## src/rtl/serializer_pkg.sv

```systemverilog
// Shared types and helpers for the serial transmitter family.
package serializer_pkg;

  typedef enum logic [1:0] {
    ST_IDLE  = 2'd0,
    ST_SHIFT = 2'd1,
    ST_GAP   = 2'd2
  } state_e;

  localparam int unsigned GAP_CNT_W = 4;

  // Position in the word register of the bit that goes out next.
  function automatic int unsigned next_bit_idx(input bit msb_first, input int unsigned width);
    return msb_first ? width - 1 : 0;
  endfunction

endpackage

```

## src/rtl/nibble_serializer.sv

```systemverilog
// Parallel-to-serial transmitter: valid/ready word in, one registered bit per clock out,
// with an end-of-word strobe and an optional idle gap between words.
module nibble_serializer
  import serializer_pkg::*;
#(
  parameter int unsigned WIDTH     = 4,
  parameter bit          MSB_FIRST = 1'b1,
  parameter int unsigned GAP       = 1
) (
  input  logic             clk,
  input  logic             reset,
  input  logic [WIDTH-1:0] din,
  input  logic             din_valid,
  output logic             din_ready,
  output logic             d_out,
  output logic             d_out_valid,
  output logic             word_done,
  output logic             busy
);

  localparam int unsigned          CNT_W    = $clog2(WIDTH);
  localparam int unsigned          OUT_IDX  = next_bit_idx(MSB_FIRST, WIDTH);
  localparam logic [CNT_W-1:0]     LAST_CNT = CNT_W'(WIDTH - 1);
  localparam logic [CNT_W-1:0]     PREV_CNT = CNT_W'(WIDTH - 2);
  localparam logic [GAP_CNT_W-1:0] GAP_LAST = GAP_CNT_W'(GAP - 1);

  state_e                 state_q, state_d;
  logic [WIDTH-1:0]       shreg_q, shreg_d;
  logic [CNT_W-1:0]       cnt_q, cnt_d;
  logic [GAP_CNT_W-1:0]   gap_q, gap_d;
  logic                   d_out_q, d_out_d;
  logic                   d_out_valid_q, d_out_valid_d;
  logic                   word_done_q, word_done_d;
  logic                   last_bit;
  logic                   accept;

  // Move the remaining bits toward the output position.
  function automatic logic [WIDTH-1:0] shift_word(input logic [WIDTH-1:0] w);
    return MSB_FIRST ? (w << 1) : (w >> 1);
  endfunction

  assign last_bit  = (state_q == ST_SHIFT) && (cnt_q == LAST_CNT);
  assign din_ready = !reset && ((state_q == ST_IDLE) || ((GAP == 0) && last_bit));
  assign accept    = din_valid && din_ready;

  always_comb begin
    state_d       = state_q;
    shreg_d       = shreg_q;
    cnt_d         = cnt_q;
    gap_d         = gap_q;
    d_out_d       = 1'b0;
    d_out_valid_d = 1'b0;
    word_done_d   = 1'b0;
    case (state_q)
      ST_IDLE: begin
        if (accept) begin
          state_d       = ST_SHIFT;
          cnt_d         = '0;
          d_out_d       = din[OUT_IDX];
          shreg_d       = shift_word(din);
          d_out_valid_d = 1'b1;
        end
      end
      ST_SHIFT: begin
        if (!last_bit) begin
          cnt_d         = cnt_q + 1'b1;
          d_out_d       = shreg_q[OUT_IDX];
          shreg_d       = shift_word(shreg_q);
          d_out_valid_d = 1'b1;
          word_done_d   = (cnt_q == PREV_CNT);
        end else if (accept) begin
          // Back-to-back load: first bit of the next word follows with no bubble.
          cnt_d         = '0;
          d_out_d       = din[OUT_IDX];
          shreg_d       = shift_word(din);
          d_out_valid_d = 1'b1;
        end else if (GAP != 0) begin
          state_d = ST_GAP;
          gap_d   = '0;
        end else begin
          state_d = ST_IDLE;
        end
      end
      ST_GAP: begin
        if (gap_q == GAP_LAST) begin
          state_d = ST_IDLE;
        end else begin
          gap_d = gap_q + 1'b1;
        end
      end
      default: state_d = ST_IDLE;
    endcase
  end

  always_ff @(posedge clk or posedge reset) begin
    if (reset) begin
      state_q       <= ST_IDLE;
      shreg_q       <= '0;
      cnt_q         <= '0;
      gap_q         <= '0;
      d_out_q       <= 1'b0;
      d_out_valid_q <= 1'b0;
      word_done_q   <= 1'b0;
    end else begin
      state_q       <= state_d;
      shreg_q       <= shreg_d;
      cnt_q         <= cnt_d;
      gap_q         <= gap_d;
      d_out_q       <= d_out_d;
      d_out_valid_q <= d_out_valid_d;
      word_done_q   <= word_done_d;
    end
  end

  assign d_out       = d_out_q;
  assign d_out_valid = d_out_valid_q;
  assign word_done   = word_done_q;
  assign busy        = (state_q != ST_IDLE);

endmodule

```

## config.mk

```make
export PLATFORM = sky130hd
export DESIGN_NAME = nibble_serializer
export DESIGN_NICKNAME = d
export VERILOG_FILES = /design/src/rtl/serializer_pkg.sv /design/src/rtl/nibble_serializer.sv
export SDC_FILE = /design/constraint.sdc
export NUM_CORES = 1
export LEC_CHECK = 0
export CORE_ASPECT_RATIO = 0.9
export CORE_UTILIZATION = 54
export CTS_BUF_LIST = sky130_fd_sc_hd__clkbuf_4
export CTS_CLUSTER_DIAMETER = 150
export CTS_CLUSTER_SIZE = 24
export DETAILED_ROUTE_END_ITERATION = 8
export GPL_ROUTABILITY_DRIVEN = 0
export PLACE_DENSITY = 0.79
export SYNTH_ARGS = -nofsm -noshare
export SYNTH_HDL_FRONTEND = slang
export SYNTH_SLANG_ARGS = --single-unit
```

## constraint.sdc

```tcl
create_clock -name clk -period 1.81 [get_ports clk]
set_input_delay 0.362 -clock clk [delete_from_list [all_inputs] [get_ports clk]]
set_output_delay 0.362 -clock clk [all_outputs]
set_load 0.02 [all_outputs]
```

==> results of run 1 <==
## kinds of logic after synthesis
family                     Yosys count  share of synthesized area, %
AOI/OAI and AO/OA                   10                          10.8
DFF                                 15                          48.2
adders and majority gates            4                          6.43
buffers and inverters                9                          4.66
and+or+nand+nor                     27                          24.8
muxes                                4                          5.14
## synthesized netlist by cell type, drive strengths merged
cell type | instances | share of area, %
or2 | 1 | 0.80
o21ai | 1 | 0.64
o31ai | 1 | 0.96
dfrtp | 15 | 48
o21bai | 1 | 0.96
nor2b | 1 | 0.80
nand2b | 5 | 5.0
nor2 | 3 | 1.4
nor3 | 1 | 0.64
nand2 | 7 | 3.4
inv | 7 | 3.4
ha | 4 | 6.4
and4b | 1 | 1.3
buf | 2 | 1.3
or3b | 2 | 2.6
nand4b | 1 | 1.1
and3b | 2 | 2.7
or2b | 1 | 0.96
a21oi | 1 | 0.64
nand3b | 1 | 0.96
a21o | 1 | 0.96
mux2i | 4 | 5.1
nor4b | 1 | 3.1
a22o | 2 | 2.3
o221a | 3 | 4.3
## layout make-up
class                      instances  area [um^2]
multi-input combinational         45          367
inverter                           7         26.3
tap                               14         17.5
timing repair buffer              17          153
fill                              94          323
sequential                        15          375
clock buffer                       4         30.0
## worst min-delay path, cell delays in order
cell	delay, ps
clkdlybuf4s50_1	420
buf_4	150
inv_1	180
## placed cells by master (no fill, tap or decap), types with 2 or more instances in the layout
cell type and n:
dfrtp_1 15, clkbuf_4 4, clkdlybuf4s50_1 9, nor2_1 3
ha_1 4, mux2i_1 4, a22o_1 2, buf_4 6
nand2_1 7, dlygate4sd2_1 2, inv_1 7, nand2b_1 4
o221a_2 2
## registers in the layout (all words and copies together), names as in the netlist
name and count:
d_out_valid 1, gap_q 4, shreg_q 4, d_out 1, state_q 2, word_done 1
cnt_q 2
## final timing paths
check | to | depth (start not counted)
setup / recovery | din_ready | 3
hold / removal | cnt_q[0] | 3
setup reg to reg | shreg_q[1] | 3
hold reg to reg | shreg_q[0] | 2
max in group asynchronous | gap_q[0] | 4
min in group clk | shreg_q[0] | 2
## power breakdown
group	internal [mW]	total, mW	switching, mW	leakage, nW
registers	0.437	0.495	0.0583	0.193
logic	0.319	0.606	0.287	0.249
clock network	0.101	0.202	0.102	0.0184
## layer usage
layer / GRT usage [%] / routed length, um / vias up / part of all wire [%]
met1: 24.4 / 644 / 234 / 54
li1: - / - / 273 / -
met5: 0 / 0 / - / 0
met3: 8.96 / 61 / 2 / 5.1
met4: 7.03 / 11 / 0 / 0.92
met2: 25.4 / 476 / 11 / 40
## repair_timing
action / in CTS / in global routing
gates resized for setup: 2 / 0
setup buffers: 0 / 0
hold buffers: 0 / 0
endpoints found under the setup margin: 2 / 0
==> flow_summary.yaml, run 1 <==
run_status:
  outcome: "complete, no violations"
clocking:
  h-tree-depth: 1
  cts_tree: "done"
  clkTransAtPathRegs_ps: 90
  clock_latency_ps: 280
  cts_inserted_buffers: 3
  clock_sinks: 15
  clock_path_buffers: 2
  cts-root-buf: "clkbuf_4"
timing:
  timing.hold.ws_ps: 455
  rsz0062_at_grt: "no"
  setup_viol: 0
  fin_ws_ps: 79.3
  timing.final.crit_share_pct: 95.6
  hold_viol_final: 0
  worstMarginPinSlew_ps: 323
  final_max_slew_viol_count: 0
  finClkSkew_ps: 5.16
  max_slew_margin_pct: 78.4
  fin_setup_tns_ps: 0
  fin_crit_ps: 1730
  fmax_mhz: 578
routing:
  ant_nets: 0
  routed-via-count: 520
  drt-wirelength-per-cell_um: 11.7
  drcViolationCount: 0
  drt_pre_antenna_iters: 5
  routed_wirelength_um: 1190
  first_iter_violations: 11
  viasPerCell: 5.10
place:
  placed_area_um2: 941
  io_buffers: 11
  place_ws_ps: -37.9
  dp.cells: 98
  dp_hpwl_um: 875
critical_path:
  arrival_ps: 1370
  worst-path-max-fanout: 2
  timing.rr.start: "cnt_q[0]"
  critPathBufInv: 1
  crit_path_end_kind: "output port"
  rrSetupSlack_ps: 340
  crit_family: "flip-flops"
  crit_slowest_cell: "dfrtp_1"
  worstPathCellList: "or2_2, nor2_1, dlygate4sd2_1"
  critPathMaxStageDelay_ps: 380
  cp-startpoint: "state_q[1]"
  required_ps: 1450
  setup.worst_path.class: "flop to output port"
  start_kind: "flop"
global_routing:
  antenna_found_initial: 0
  grt_pass1_wl_um: 2040
  grt.overflow.total: 0
  grt_pass1_vias: 455
  grt_use_total_pct: 18.3
  grt_max_degree: 12
final_layout:
  antennaDiodeCount: 0
  nets: 100
  final_util_pct: 75.0
  fin_cells: 102
  area.growth.synth_to_final_pct: 24.4
  final_area_um2: 968
  drive_gt1_share_pct: 19.3
flow_run:
  maxCapViolCount: 0
power:
  fin_total_pwr_mw: 1.30
  power.leakage_nw: 0.461
  vdd_drop_max_uv: 786
  p_per_area_nw_per_um2: 1350
die:
  core-area_um2: 1290
  ios: 12
  dieArea_um2: 1600
  initial_core_util_pct: 60.3
  placementRows: 12
  dieWidth_um: 42.0
  die_h_um: 38.0
yosys:
  seq_area_frac_synth_pct: 48.2
  synth_seq_cells: 15
  synth_nets: 80
  syn_area_per_cell_um2: 11.3
  synth_cell_types: 29
  ys_warn_count: 0
  synthCells: 69
  netlist_area_um2: 778
worst_hold_path:
  hp-class: "input pin to async pin"
(Power assumes the default switching activity.)
==> run 2: changes to the inputs <==
- CAP_MARGIN: not set -> 20
- TNS_END_PERCENT: not set -> 5
==> results of run 2 <==
Same layout as run 1: the final DEF is identical, and so are final timing and power.
